--- config.mk ---
export PLATFORM = sky130hd
export DESIGN_NAME = uart_tx_sched
export DESIGN_NICKNAME = d
export VERILOG_FILES = /design/src/rtl/uart_tx_sched.sv
export SDC_FILE = /design/constraint.sdc
export NUM_CORES = 1
export LEC_CHECK = 0
export ABC_AREA = 0
export CELL_PAD_IN_SITES_DETAIL_PLACEMENT = 1
export CELL_PAD_IN_SITES_GLOBAL_PLACEMENT = 1
export CORE_MARGIN = 10
export CORE_UTILIZATION = 40
export DETAILED_ROUTE_END_ITERATION = 7
export PLACE_DENSITY = 0.79
export RECOVER_POWER = 25
export SLEW_MARGIN = 20
export SYNTH_ARGS = -nofsm -noshare
export SYNTH_HDL_FRONTEND = slang
export SYNTH_SLANG_ARGS = --single-unit
--- constraint.sdc ---
create_clock -name clk -period 3.9 [get_ports clk]
set_clock_uncertainty 0.05 [all_clocks]
set_input_delay 0.78 -clock clk [delete_from_list [all_inputs] [get_ports clk]]
set_output_delay 0.78 -clock clk [all_outputs]
set_load 0.005 [all_outputs]
--- src/rtl/uart_tx_sched.sv ---
// uart_tx_sched: one UART transmit serializer shared by NUM_REQ requesters.
// A round-robin arbiter picks a requester in IDLE. The frame is start,
// DATA_W data bits sent LSB first, an optional even-parity bit, then stop.
// Each bit lasts SMP_RATE baud_tick pulses. All outputs are registered.
module uart_tx_sched #(
    parameter int NUM_REQ   = 2,
    parameter int DATA_W    = 8,
    parameter int SMP_RATE  = 16,
    parameter int PARITY_EN = 0
) (
    input  logic                       clk,
    input  logic                       rst,
    input  logic                       baud_tick,
    input  logic [NUM_REQ-1:0]         req,
    input  logic [NUM_REQ*DATA_W-1:0]  data_in,
    output logic [NUM_REQ-1:0]         gnt,
    output logic                       tx,
    output logic                       busy,
    output logic                       done
);
    localparam int PW = (NUM_REQ > 1) ? $clog2(NUM_REQ) : 1;
    localparam int TW = $clog2(SMP_RATE);
    localparam int BW = $clog2(DATA_W + 1);

    typedef enum logic [2:0] {S_IDLE, S_START, S_DATA, S_PARITY, S_STOP} state_t;

    state_t              state;
    logic [PW-1:0]       ptr;
    logic [TW-1:0]       tick_cnt;
    logic [BW-1:0]       bit_cnt;
    logic [DATA_W-1:0]   shreg;
    logic                par_bit;

    logic                hit;
    logic [PW-1:0]       sel;
    logic [PW-1:0]       idx;
    logic [PW-1:0]       ptr_nxt;
    logic [NUM_REQ-1:0]  gnt_nxt;
    logic [DATA_W-1:0]   byte_sel;
    logic                bnd;
    int                  j;

    // Round-robin search: first set req bit at or above ptr, wrapping around.
    always_comb begin
        hit      = 1'b0;
        sel      = '0;
        idx      = '0;
        j        = 0;
        gnt_nxt  = '0;
        for (int i = 0; i < NUM_REQ; i++) begin
            j = int'(ptr) + i;
            if (j >= NUM_REQ) j = j - NUM_REQ;
            idx = PW'(j);
            if (!hit && req[idx]) begin
                hit = 1'b1;
                sel = idx;
            end
        end
        gnt_nxt[sel] = hit;
        ptr_nxt      = (sel == PW'(NUM_REQ - 1)) ? '0 : sel + 1'b1;
        byte_sel     = data_in[int'(sel)*DATA_W +: DATA_W];
    end

    // A bit period ends on the SMP_RATE-th baud_tick counted in that bit.
    assign bnd = baud_tick && (tick_cnt == TW'(SMP_RATE - 1));

    // Frame sequencer; every output is a register updated here.
    always_ff @(posedge clk) begin
        if (!rst) begin
            state    <= S_IDLE;
            ptr      <= '0;
            tick_cnt <= '0;
            bit_cnt  <= '0;
            shreg    <= '0;
            par_bit  <= 1'b0;
            gnt      <= '0;
            tx       <= 1'b1;
            busy     <= 1'b0;
            done     <= 1'b0;
        end else begin
            gnt  <= '0;
            done <= 1'b0;
            if (state == S_IDLE) begin
                // ticks seen while idle do not count toward the start bit
                tick_cnt <= '0;
                if (hit) begin
                    gnt     <= gnt_nxt;
                    shreg   <= byte_sel;
                    par_bit <= ^byte_sel;
                    ptr     <= ptr_nxt;
                    state   <= S_START;
                    tx      <= 1'b0;
                    busy    <= 1'b1;
                end
            end else if (baud_tick) begin
                tick_cnt <= bnd ? '0 : tick_cnt + 1'b1;
                if (bnd) begin
                    case (state)
                        S_START: begin
                            tx      <= shreg[0];
                            bit_cnt <= '0;
                            state   <= S_DATA;
                        end
                        S_DATA: begin
                            shreg   <= shreg >> 1;
                            bit_cnt <= bit_cnt + 1'b1;
                            if (bit_cnt == BW'(DATA_W - 1)) begin
                                if (PARITY_EN != 0) begin
                                    tx    <= par_bit;
                                    state <= S_PARITY;
                                end else begin
                                    tx    <= 1'b1;
                                    state <= S_STOP;
                                end
                            end else begin
                                tx <= shreg[1];
                            end
                        end
                        S_PARITY: begin
                            tx    <= 1'b1;
                            state <= S_STOP;
                        end
                        S_STOP: begin
                            done  <= 1'b1;
                            busy  <= 1'b0;
                            state <= S_IDLE;
                        end
                        default: state <= S_IDLE;
                    endcase
                end
            end
        end
    end
endmodule

# ---- After elaboration in Yosys (flattened, before gate mapping)
# Index checks and enable logic that the tools add are counted.
# W data, S select, Z words.
dict set report word_totals {
  out_inout_bits 5
  mem_count 0
  latchBits 0
  mem_bits_ro 0
  input_bits 21
  word_cells 93
  register_bits 25
  mem_bits_rw 0
}
dict set report classes {
  n_mul 0
  bitwise_logic 5
  n_lt_le_gt_ge 6
  n_eq_ne 8
  n_reduce_logical 20
  div_mod_pow 0
  addsub 6
  mux 38
  shifts 1
}
# cell count
set op_table {}
lappend op_table {{$mux W8} 5}
lappend op_table {{$mux W1} 23}
lappend op_table {{$reduce_and A4 Y1} 5}
lappend op_table {{$shiftx A16 B5 Y8} 1}
lappend op_table {{$mux W3} 5}
lappend op_table {{$reduce_bool A2 Y1} 5}
lappend op_table {{$pmux W3 S3} 1}
lappend op_table {{$add A4 B1 Y4 const B} 2}
lappend op_table {{$pmux W4 S2} 1}
lappend op_table {{$eq A3 B2 Y1 const B} 2}
lappend op_table {{$lt A1 B2 Y1 const B} 3}
lappend op_table {{$eq A4 B3 Y1 const B} 1}
lappend op_table {{$eq A4 B4 Y1 const B} 1}
lappend op_table {{$mux W4} 1}
lappend op_table {{$not A1 Y1} 4}
lappend op_table {{$reduce_bool A4 Y1} 1}
lappend op_table {{$reduce_or A4 Y1} 1}
lappend op_table {{$eq A3 B1 Y1 const B} 1}
lappend op_table {{$eq A3 B3 Y1 const B} 1}
lappend op_table {{$logic_and A1 B1 Y1} 3}
lappend op_table {{$logic_not A3 Y1} 1}
lappend op_table {{$ne A3 B3 Y1 const B} 1}
lappend op_table {{$pmux W1 S3} 1}
lappend op_table {{$reduce_and A3 Y1} 1}
lappend op_table {{12 further kinds} 13}

# ---- Logic depth before layout (Yosys ltp)
# Gate-level depths: netlist of the first run.
dict set report logic_depth {
  word_depth 13
  depth_mapped 6
  ltp_nobuf 5
}

# ---- Worst setup path after synthesis of the first run
# Ideal clock, no wire load.
dict set report synth_timing {
  path_kind {input to register}
  from {in req[0]}
  to {reg shreg[7]}
  n_path_buf 1
  required_time_ps 3733
  path_stages 5
  setup_ps 117
  slack_ps 1990
  t_arrival_ps 1742
  cell_sequence {nand2b_1 > clkbuf_2 > nand2_1 > mux2_2 > a32o_1}
}
dict set report synth_between {
  elab_chain_len 9
  word_cells_on_any_way 15
  cone_classes {eq/ne: 1; shift: 1; mux: 10; reduce/logical: 3}
}
# element line_no
set synth_rtl {}
lappend synth_rtl {{start: declaration} 14} ;# input logic [NUM_REQ-1:0] req,
lappend synth_rtl {{$mux W1 (implied by the code) (2 in a row)} 54} ;# if (!hit && req[idx]) begin
lappend synth_rtl {{$mux W1} 54}
lappend synth_rtl {{$logic_not A1 Y1} 54}
lappend synth_rtl {{$logic_and A1 B1 Y1} 54}
lappend synth_rtl {{$mux W1} 54}
lappend synth_rtl {{$shiftx A16 B5 Y8} 61} ;# byte_sel = data_in[int'(sel)*DATA_W +: DATA_W];
lappend synth_rtl {{$mux W8} 86} ;# if (hit) begin
lappend synth_rtl {{$mux W8} 83} ;# if (state == S_IDLE) begin
lappend synth_rtl {{end signal: assignment} 88} ;# shreg <= byte_sel;
lappend synth_rtl {{end signal: assignment} 105} ;# shreg <= shreg >> 1;
lappend synth_rtl {{end: declaration} 31} ;# logic [DATA_W-1:0] shreg;
# Several ways; a longest one is shown, not always the timed one. The select of a mux whose other input is x is not followed.
# A chain may end at the register's enable or synchronous reset.

# ---- Final worst setup path of the first run
dict set report layout_timing {
  from {in baud_tick}
  to {reg shreg[2]}
}
dict set report layout_between {
  elab_chain_len 3
  word_cells_on_any_way 4
  cone_classes {reduce/logical: 4}
}
# element line_no
set layout_rtl {}
lappend layout_rtl {{start: declaration} 13} ;# input logic baud_tick,
lappend layout_rtl {{$logic_and A1 B1 Y1} 65} ;# assign bnd = baud_tick && (tick_cnt == TW'(SMP_RATE - 1));
lappend layout_rtl {{$reduce_bool A2 Y1 (no line)} -}
lappend layout_rtl {{$reduce_and A4 Y1 (no line) *} -}
# Every way passes the cells marked *; elsewhere a longest branch is shown, timed or not.

==> summary.txt, run 1 <==
Worst setup path
  – Setup crit end kind: register
  – FF-to-FF path depth: 5
  – Setup CP Type: in -> reg
  – Crit path max fanout: 13
  – Crit-path max cell delay: 0.66 ns
  – Slowest cell on the critical path: dlygate4sd3_1
  – Arr. time, crit path: 2.87 ns
  – Largest delay share family, worst path: simple AND/OR/NAND/NOR gates
  – Critical path, cell by cell: dlygate4sd3_1, nand4_1, a211oi_1, and2_1, a32o_1
  – Worst EP required: 4.13 ns
  – FF-to-FF setup slack: 1.76 ns
  – Critical path startpoint category: primary input
  – Number of cells on the critical path: 5
  – Buffer and inverter count on the worst path: 1

Placed design
  – Final RePlAce weighted congestion: 0.8273
  – Post-DP HPWL: 2648 µm
  – Pre-CTS worst setup slack: 0.9538 ns
  – PortBufs: 25
  – Placed Instance Area: 1519 µm²

Min path
  – Hold WC Path Type: reg -> reg
  – Hold Path Stages: 1

Final layout
  – Fin nets: 185
  – Fin area: 1549 µm²
  – Area growth syn-to-layout: 22.45%
  – Layout cells sized above 1: 0.05590
  – Antenna Cells: 0
  – Fin util: 0.5116

Synth
  – Yosys top cell area share: 0.3956
  – Syn_nets: 164
  – Main synth FF type: dfxtp_1
  – Post-synth EDFFs: 0
  – Async SR Flop Fraction: 0
  – Mean Syn Cell Area: 8.971 µm²
  – Yosys warning count: 0
  – Synthesized instance count: 141
  – Synthesized flop and latch total: 25
  – Area contributors post-synth: dfxtp_1 40%, a32o_1 7.9%, a211o_1 4.8%
  – Register area share after synthesis: 0.3956
  – Unique masters post-synth: 39
  – Synthesized cell area: 1265 µm²
  – Area leader, netlist: dfxtp_1

Power and ir drop
  – Power Density: 320.4 nW/µm²
  – Worst vdd ir: 0.1593 mV
  – Total power: 0.4963 mW
  – Pleak: 0.6051 nW

Floorplanning
  – Initial Util: 0.4178
  – Die area: 5812 µm²
  – Die height: 76.24 µm
  – Ports: 26
  – Core Region: 3028 µm²
  – Chip Width: 76.24 µm
  – Floorplan row count: 20

Detailed routing
  – Post-Route WL: 3519 µm
  – DRC Markers: 0
  – Via count: 1144
  – DR pass1 iterations: 4
  – Initial DRC count: 36
  – Vias/cell: 5.580
  – WL/cell: 17.17 µm
  – Final ANT Viol Nets: 0

Clock network
  – # Post-CTS Setup Buffers: 0
  – CTS buffer count: 3
  – Htree depth: 1
  – CTS Sinks: 25
  – Clock transition at path regs: 0.15 ns
  – Max Root-Sink Buffers: 2
  – Clk_lat worst skew: 0.33 ns
  – Post-CTS Hold Fix Bufs: 0
  – Post-CTS Resized: 0
  – CTS root buf: clkbuf_4
  – TritonCTS clock tree: done

GRT
  – Initial antenna violation count: 0
  – Remaining global-route overflow: 0
  – GRT Util Overall: 0.1253
  – Vias in the first global route: 1219
  – Largest net degree at the start of global routing: 17
  – Global-route wire length before repair: 6161 µm

STA
  – Setup ws final: 1.261 ns
  – Count of pins over their slew limit: 0
  – Period utilization: 0.6766
  – Fin crit period: 2.639 ns
  – Fmax: 379.0 MHz
  – Endpoints failing setup: 0
  – Slew Limit Headroom: 0.6468
  – RSZ-0062 raised after global routing: false
  – Final Hold Fails: 0
  – Worst-Margin Slew: 0.5279 ns
  – Setup TNS: 0 ns

Outcome
  – Status: finished clean

Flow run
  – # Max-Cap Violations: 0
worst reg2reg max path, cell delays in order, from the launching register on:
cell      delay [ns]
dfxtp_1         0.42
ha_1            0.21
nand4_1         0.41
a211oi_1        0.43
and2_1          0.35
a32o_1          0.22
per-layer routing:
layer / up-vias / share of wire / GRT usage
met3: 9 / 0.039 / 0.02476
met5: - / 0 / 0
li1: 564 / - / -
met4: 0 / 0.023 / 0.05576
met1: 541 / 0.47 / 0.1532
met2: 30 / 0.47 / 0.2066
logic make-up after synthesis:
logic type / count (synthesis) / synth area share
AOI/OAI and AO/OA: 38 / 0.2364
xor gates and xnor gates: 2 / 0.01385
adders and majority gates: 2 / 0.01978
buffers and inverters: 13 / 0.05241
DFF: 25 / 0.3956
muxes: 5 / 0.04253
and+or+nand+nor: 56 / 0.2394
final timing paths:
check | start | endpoint
setup / recovery | baud_tick | shreg[2]
hold / removal | shreg[7] | shreg[7]
setup reg to reg | tick_cnt[0] | shreg[2]
hold reg to reg | shreg[7] | shreg[7]
synthesized netlist by cell type, types with 2 or more instances:
| cell type | count |
|---|---|
| and3_1 | 8 |
| a211o_1 | 7 |
| nand3_1 | 2 |
| nor2_1 | 13 |
| a21oi_1 | 9 |
| mux2i_1 | 2 |
| nand2_1 | 9 |
| o21ai_0 | 2 |
| nor4_1 | 2 |
| dfxtp_1 | 25 |
| a32o_1 | 10 |
| or2b_1 | 6 |
| ha_1 | 2 |
| clkbuf_1 | 5 |
| nor3_1 | 5 |
| inv_1 | 3 |
| xor2_1 | 2 |
| and2_1 | 3 |
| nand4_1 | 2 |
| nor3b_1 | 2 |
| mux2_2 | 3 |
| buf_6 | 2 |
state kept, by name, summed over array words and instances, names as in the netlist:
signal / flops
done: 1
tick_cnt: 4
ptr: 1
gnt: 2
busy: 1
shreg: 8
tx: 1
bit_cnt: 4
state: 3
power breakdown:
part           switching (mW)  internal (mW)  total [mW]
sequential             0.0107          0.270       0.280
combinational          0.0409         0.0523      0.0933
clock                  0.0835         0.0393       0.123
layout by cell type, fill, tap and decap left out, drive strengths merged, types with 2 or more instances in the layout:
| master | netlist | final |
|---|---|---|
| a211o | 7 | 7 |
| a21oi | 9 | 9 |
| a32o | 10 | 10 |
| and2 | 3 | 3 |
| and3 | 8 | 8 |
| clkbuf | 6 | 3 |
| clkdlybuf4s50 | 0 | 21 |
| dfxtp | 25 | 25 |
| dlygate4sd3 | 0 | 4 |
| ha | 2 | 2 |
| inv | 3 | 3 |
| mux2 | 3 | 3 |
| mux2i | 2 | 2 |
| nand2 | 9 | 9 |
| nand3 | 2 | 2 |
| nand4 | 2 | 2 |
| nor2 | 13 | 13 |
| nor3 | 5 | 5 |
| nor3b | 2 | 2 |
| nor4 | 2 | 2 |
| o21ai | 2 | 2 |
| or2b | 6 | 6 |
| xor2 | 2 | 2 |
cell type report:
cell class / instances / area, µm²
inverter: 4 / 15.01
fill: 368 / 1479
sequential: 25 / 500.5
multi-input combinational: 103 / 698.2
timing repair buffer: 25 / 250.2
clock inverter: 1 / 7.507
clock buffer: 3 / 22.52
tap: 44 / 55.05
metrics by stage:
stage | hold slack, ns | cells
floorplan | 0.3865 | 141
global placement | 0.3936 | 201
detailed placement | 0.4024 | 201
CTS | 0.4365 | 205
global route | 0.4606 | 205
finish | 0.4356 | 205
No activity file was read; power rests on OpenSTA's default activity.
==> run 2, diff against run 1 <==
Settings changed: CORE_UTILIZATION 40 to 37, PLACE_DENSITY 0.79 to 0.74.
Clock period 3.9 ns to 2.7 ns, I/O delays scaled along.
==> run 2 against run 1 <==
Effect of this change: worst hold slack lost 0.0045 ns; sequential share of layout area shrank 0.71 points; setup slack lost 0.64 ns; sequential power grew 44%; non-clock buffer count grew 6; combinational power grew 49%; register-to-register slack lost 0.95 ns; critical path depth grew 1; die area grew 5.9%; wire length shrank 4.7%; via count grew 1.5%; global-route usage shrank 1.6 points; largest power group unchanged.
==> summary.txt, run 2 (synthesized netlist as in run 1, its figures left out) <==
Final layout
  – Fillers: 402 (+9.2%)
  – Multi-input gate area: 693.2 µm² (-0.72%)
  – Max reg flops: 8 (unchanged)
  – Fin util: 0.4785 (-0.03311)
  – Area growth syn-to-layout: 25.22%
  – Antenna Cells: 0 (unchanged)
  – Top reg by flops: shreg
  – Largest regs: shreg x8, bit_cnt x4, tick_cnt x4
  – Reg area: 500.5 µm² (unchanged)
  – Most frequent cells in the layout: 25 x dfxtp_1, 25 x clkdlybuf4s50_1, 13 x nor2_1, 10 x a32o_1
  – Fin nets: 191 (+3.2%)
  – Layout cells sized above 1: 0.07186 (+0.01596)

STA
  – Slew Limit Headroom: 0.5888 (-0.05798)
  – Setup TNS: 0 ns (unchanged)
  – Worst-Margin Slew: 0.6146 ns (+0.08665 ns)
  – Period utilization: 0.7681
  – Fmax: 482.2 MHz
  – Final Hold Fails: 0 (unchanged)
  – RSZ-0062 raised after global routing: false
  – Fin crit period: 2.074 ns
  – Count of pins over their slew limit: 0 (unchanged)
  – Endpoints failing setup: 0 (unchanged)

Clock network
  – Clock transition at path regs: 0.13 ns (-0.02 ns)
  – CTS root buf: clkbuf_4
  – Post-CTS Hold Fix Bufs: 0 (unchanged)
  – Post-CTS Resized: 0 (unchanged)
  – Max Root-Sink Buffers: 2 (unchanged)
  – CTS buffer count: 3 (unchanged)
  – Clk_lat worst skew: 0.32 ns (about the same)
  – Htree depth: 1 (unchanged)
  – CTS Sinks: 25 (unchanged)
  – # Post-CTS Setup Buffers: 0 (unchanged)
  – TritonCTS clock tree: done

Power and ir drop
  – Power Density: 447.8 nW/µm² (+40%)
  – Net Switching: 0.1826 mW (+35%)
  – Sw Ratio: 0.2575 (-0.01466)
  – Worst vdd ir: 0.1906 mV (+20%)
  – Clock Power Share: 0.235 (-0.012)
  – Internal Power: 0.5266 mW (+46%)
  – Combinational share of power: 0.196 (+0.008)
  – Pleak: 0.6267 nW (+3.6%)
  – Sequential Power Share: 0.570 (+0.005)

Worst setup path
  – Arr. time, crit path: 2.25 ns (-0.62 ns)
  – Setup crit end kind: register
  – Critical path startpoint category: primary input
  – Setup CP Type: in -> reg
  – Crit path max fanout: 7 (-6)
  – Worst EP required: 2.88 ns (-1.25 ns)

Placed design
  – Final RePlAce weighted congestion: 0.7397 (-11%)
  – Post-DP HPWL: 2471 µm (-6.7%)
  – PortBufs: 25 (unchanged)

Floorplanning
  – Chip Width: 78.47 µm (+2.9%)
  – Initial Util: 0.3821 (-0.03568)
  – Floorplan row count: 21 (+5.0%)
  – Die area: 6158 µm² (+5.9%)
  – Die height: 78.47 µm (+2.9%)
  – Core Region: 3311 µm² (+9.3%)
  – Ports: 26 (unchanged)

GRT
  – GRT Util Overall: 0.1098 (-0.01551)
  – Initial antenna violation count: 0 (unchanged)
  – Global-route wire length before repair: 5699 µm (-7.5%)
  – Largest net degree at the start of global routing: 17 (unchanged)
  – Remaining global-route overflow: 0 (unchanged)
  – Vias in the first global route: 1211 (-0.66%)

Detailed routing
  – WL/cell: 15.74 µm (-8.3%)
  – DRC Markers: 0 (unchanged)
  – Via count: 1161 (+1.5%)
  – Post-Route WL: 3353 µm (-4.7%)
  – Initial DRC count: 46 (+28%)
  – DR pass1 iterations: 4 (unchanged)
  – Final ANT Viol Nets: 0 (unchanged)
  – Vias/cell: 5.451 (-2.3%)

Flow run
  – # Max-Cap Violations: 0 (unchanged)

Outcome
  – Status: finished clean

Min path
  – Hold WC Path Type: reg -> reg
==> run 2: critical path, stage by stage <==
cell,delay [ns]
clkdlybuf4s50_1,0.58
nand4_1,0.21
buf_4,0.22
nor2_1,0.30
nand2_1,0.13
a32o_1,0.28
==> run 2: metrics by stage <==
stage	power (mW)	hold slack, ns	instances	cell area (µm²)	setup WS (ns)
after floorplan	0.4913	0.3865	141	1265	1.030
after global placement	0.5498	0.3950	209	1567	0.3460
after detailed placement	0.5548	0.4060	209	1567	0.3176
after CTS	0.7259	0.4388	213	1593	0.6486
after global routing	0.7599	0.4694	213	1584	0.5052
final	0.7093	0.4311	213	1584	0.6262
==> run 2: area by class of cell <==
type | count | share of cell area
repair buffers | 31 | 0.1840
well taps | 46 | 0.03633
clock buffers | 4 | 0.01659
multi-input cells | 103 | 0.4376
inverters | 4 | 0.009479
flip-flops and latches | 25 | 0.3160
==> run 2: worst paths after layout <==
| kind | slack, ns | end | cells past startpoint | startpoint |
|---|---|---|---|---|
| worst max register to register | 0.81 | shreg[4] | 3 | state[0] |
| worst max-delay path | 0.63 | bit_cnt[1] | 6 | baud_tick |
| worst min-delay path | 0.43 | shreg[4] | 1 | shreg[4] |
| worst min register to register | 0.43 | shreg[4] | 1 | shreg[4] |
==> run 2: power by group through the flow <==
stage          sequential [mW]  clock (mW)  combinational, mW
5_1_grt                  0.408       0.198              0.154
2_1_floorplan            0.406           0             0.0848
3_5_place_dp             0.413           0              0.142
6_report                 0.404       0.166              0.139
4_1_cts                  0.404       0.178              0.143
3_3_place_gp             0.411           0              0.139
==> run 2: per-layer routing <==
layer  track usage  wire [µm]  vias to the layer above  part of all wire
met5             0          0                        -                 0
met3       0.03075        175                        5             0.052
met2        0.1809       1559                       32              0.46
met4       0.03405         42                        0             0.013
li1              -          -                      580                 -
met1        0.1350       1575                      544              0.47
==> run 3, diff against run 2 <==
Clock period 2.7 ns to 2 ns, I/O delays scaled along.
==> run 3 against run 2 <==
Effect of this change: sequential cell count stayed put; count of clock-buffer cells in the layout is 1 lower; critical endpoint is now shreg[4]; worst hold slack worse by 0.0030 ns; critical path type is now reg -> reg; die area stayed put; sequential power is 34% higher; power is 37% higher.
==> summary.txt, run 3 (synthesized netlist as in run 1, its figures left out) <==
Floorplanning
  – Core Region: 3311 µm² (unchanged)
  – Initial Util: 0.3821 (unchanged)
  – Die height: 78.47 µm (unchanged)
  – Floorplan row count: 21 (unchanged)
  – Ports: 26 (unchanged)
  – Chip Width: 78.47 µm (unchanged)
  – Die area: 6158 µm² (unchanged)

GRT
  – Largest net degree at the start of global routing: 17 (unchanged)
  – Initial antenna violation count: 0 (unchanged)
  – GRT Util Overall: 0.1151 (+0.005298)
  – Remaining global-route overflow: 0 (unchanged)
  – Met1 GRT Util: 0.1551 (+0.02011)
  – Vias in the first global route: 1242 (+2.6%)
  – Global-route wire length before repair: 5954 µm (+4.5%)
  – GR met2 Demand/Resource: 0.1785 (-0.002467)
  – GR met3 Demand/Resource: 0.02620 (-0.004556)
  – GR peak layer: met2

Detailed routing
  – Vias/cell: 5.432 (-0.35%)
  – Final ANT Viol Nets: 0 (unchanged)
  – Via count: 1195 (+2.9%)
  – DR pass1 iterations: 3 (-1)
  – DRC Markers: 0 (unchanged)
  – Post-Route WL: 3488 µm (+4.0%)
  – WL/cell: 15.85 µm (+0.72%)
  – Initial DRC count: 51 (+11%)

STA
  – Slew Limit Headroom: 0.6574 (+0.06866)
  – Fmax: 548.5 MHz
  – Endpoints failing setup: 0 (unchanged)
  – Fin crit period: 1.823 ns
  – Final Hold Fails: 0 (unchanged)
  – Worst-Margin Slew: 0.5120 ns (-0.1026 ns)
  – Period utilization: 0.9115
  – Setup TNS: 0 ns (unchanged)
  – RSZ-0062 raised after global routing: false
  – Count of pins over their slew limit: 0 (unchanged)

Worst setup path
  – Setup CP Type: reg -> reg
  – FF-to-FF setup slack: 0.18 ns (-0.63 ns)
  – Crit path max fanout: 16 (+9)
  – Setup crit end kind: register
  – Critical path startpoint category: register
  – Worst EP required: 2.19 ns (-0.69 ns)
  – Arr. time, crit path: 2.01 ns (-0.24 ns)

Final layout
  – Non-filler instance count after layout: 220 (+3.3%)
  – Antenna Cells: 0 (unchanged)
  – Most frequent cells in the layout: 25 x dfxtp_1, 25 x clkdlybuf4s50_1, 13 x nor2_1, 12 x buf_4, 10 x a32o_1
  – Reg area: 500.5 µm² (unchanged)
  – Multi-input gate area: 693.2 µm² (unchanged)
  – Fillers: 421 (+4.7%)
  – Max reg flops: 8 (unchanged)
  – Top reg by flops: shreg
  – Fin area: 1638 µm² (+3.4%)
  – Area growth syn-to-layout: 29.48%
  – Largest regs: shreg x8, bit_cnt x4, tick_cnt x4
  – Fin nets: 198 (+3.7%)
  – Layout cells sized above 1: 0.1149 (+0.04309)

Min path
  – Hold WC Path Type: reg -> reg

Clock network
  – CTS buffer count: 3 (unchanged)
  – CTS Sinks: 25 (unchanged)
  – Post-CTS Resized: 0 (unchanged)
  – Clk_lat worst skew: 0.32 ns (about the same)
  – Clock transition at path regs: 0.14 ns (about the same)
  – Post-CTS Hold Fix Bufs: 0 (unchanged)
  – CTS root buf: clkbuf_4
  – Max Root-Sink Buffers: 2 (unchanged)
  – Htree depth: 1 (unchanged)
  – # Post-CTS Setup Buffers: 0 (unchanged)
  – TritonCTS clock tree: done

Power and ir drop
  – Clock Power Share: 0.233 (-0.002)
  – Worst vdd ir: 0.3006 mV (+58%)
  – Sw Ratio: 0.2634 (+0.005935)
  – Internal Power: 0.7172 mW (+36%)
  – Pleak: 0.6649 nW (+6.1%)
  – Combinational share of power: 0.212 (+0.016)
  – Power Density: 594.5 nW/µm² (+33%)
  – Sequential Power Share: 0.555 (-0.015)
  – Net Switching: 0.2565 mW (+40%)

Placed design
  – Cell total after placement: 216 (+3.3%)
  – Post-DP HPWL: 2746 µm (+11%)
  – Placed Instance Area: 1619 µm² (+3.4%)
  – PortBufs: 25 (unchanged)
  – Final RePlAce weighted congestion: 0.7019 (-5.1%)

Flow run
  – # Max-Cap Violations: 0 (unchanged)

Outcome
  – Status: finished clean
==> run 3: cell types whose count changed in the layout (fill, tap and decap cells not counted) <==
| cell | change |
|---|---|
| clkinv_2 | +1 |
| buf_4 | +7 |
| clkbuf_1 | -1 |
==> run 3: per-stage QoR <==
| step | hold slack, ns | total power, mW | setup slack [ns] | util |
|---|---|---|---|---|
| after floorplan | 0.3865 | 0.6633 | 0.3920 | - |
| after global placement | 0.3928 | 0.7523 | 0.02194 | 0.4890 |
| after detailed placement | 0.4005 | 0.7622 | -0.02876 | 0.4890 |
| after CTS | 0.4330 | 0.9917 | 0.2831 | 0.4974 |
| after global routing | 0.4611 | 1.032 | 0.08361 | 0.4947 |
| final | 0.4281 | 0.9737 | 0.1769 | 0.4947 |
==> run 3: power by group through the flow <==
stage	Sequential, mW	Combinational, mW	Clock [mW]
6_report	0.540	0.206	0.227
5_1_grt	0.544	0.227	0.261
4_1_cts	0.541	0.212	0.239
3_5_place_dp	0.552	0.210	0
3_3_place_gp	0.550	0.203	0
2_1_floorplan	0.549	0.115	0
==> run 3: critical path: stages, from the launching register on <==
cell and delay, ns:
dfxtp_1 0.47, or3_1 0.59, a211o_1 0.37, a32o_1 0.25
==> run 3: final timing paths <==
check,from,to,cells past startpoint
worst max-delay path,state[1],shreg[4],3
worst min-delay path,shreg[4],shreg[4],1
worst max register to register,state[1],shreg[4],3
worst min register to register,shreg[4],shreg[4],1
==> run 3: area by class of cell <==
type,count,share of cell area
clock buffer,3,0.01375
clock inverter,1,0.003056
inverter,4,0.009167
multi-input combinational,103,0.4232
sequential,25,0.3056
tap,46,0.03514
timing repair buffer,38,0.2101
==> run 3: metal layers <==
layer / vias to the layer above / share of wire
li1: 590 / -
met1: 576 / 0.51
met2: 23 / 0.45
met3: 6 / 0.029
met4: 0 / 0.013
met5: - / 0
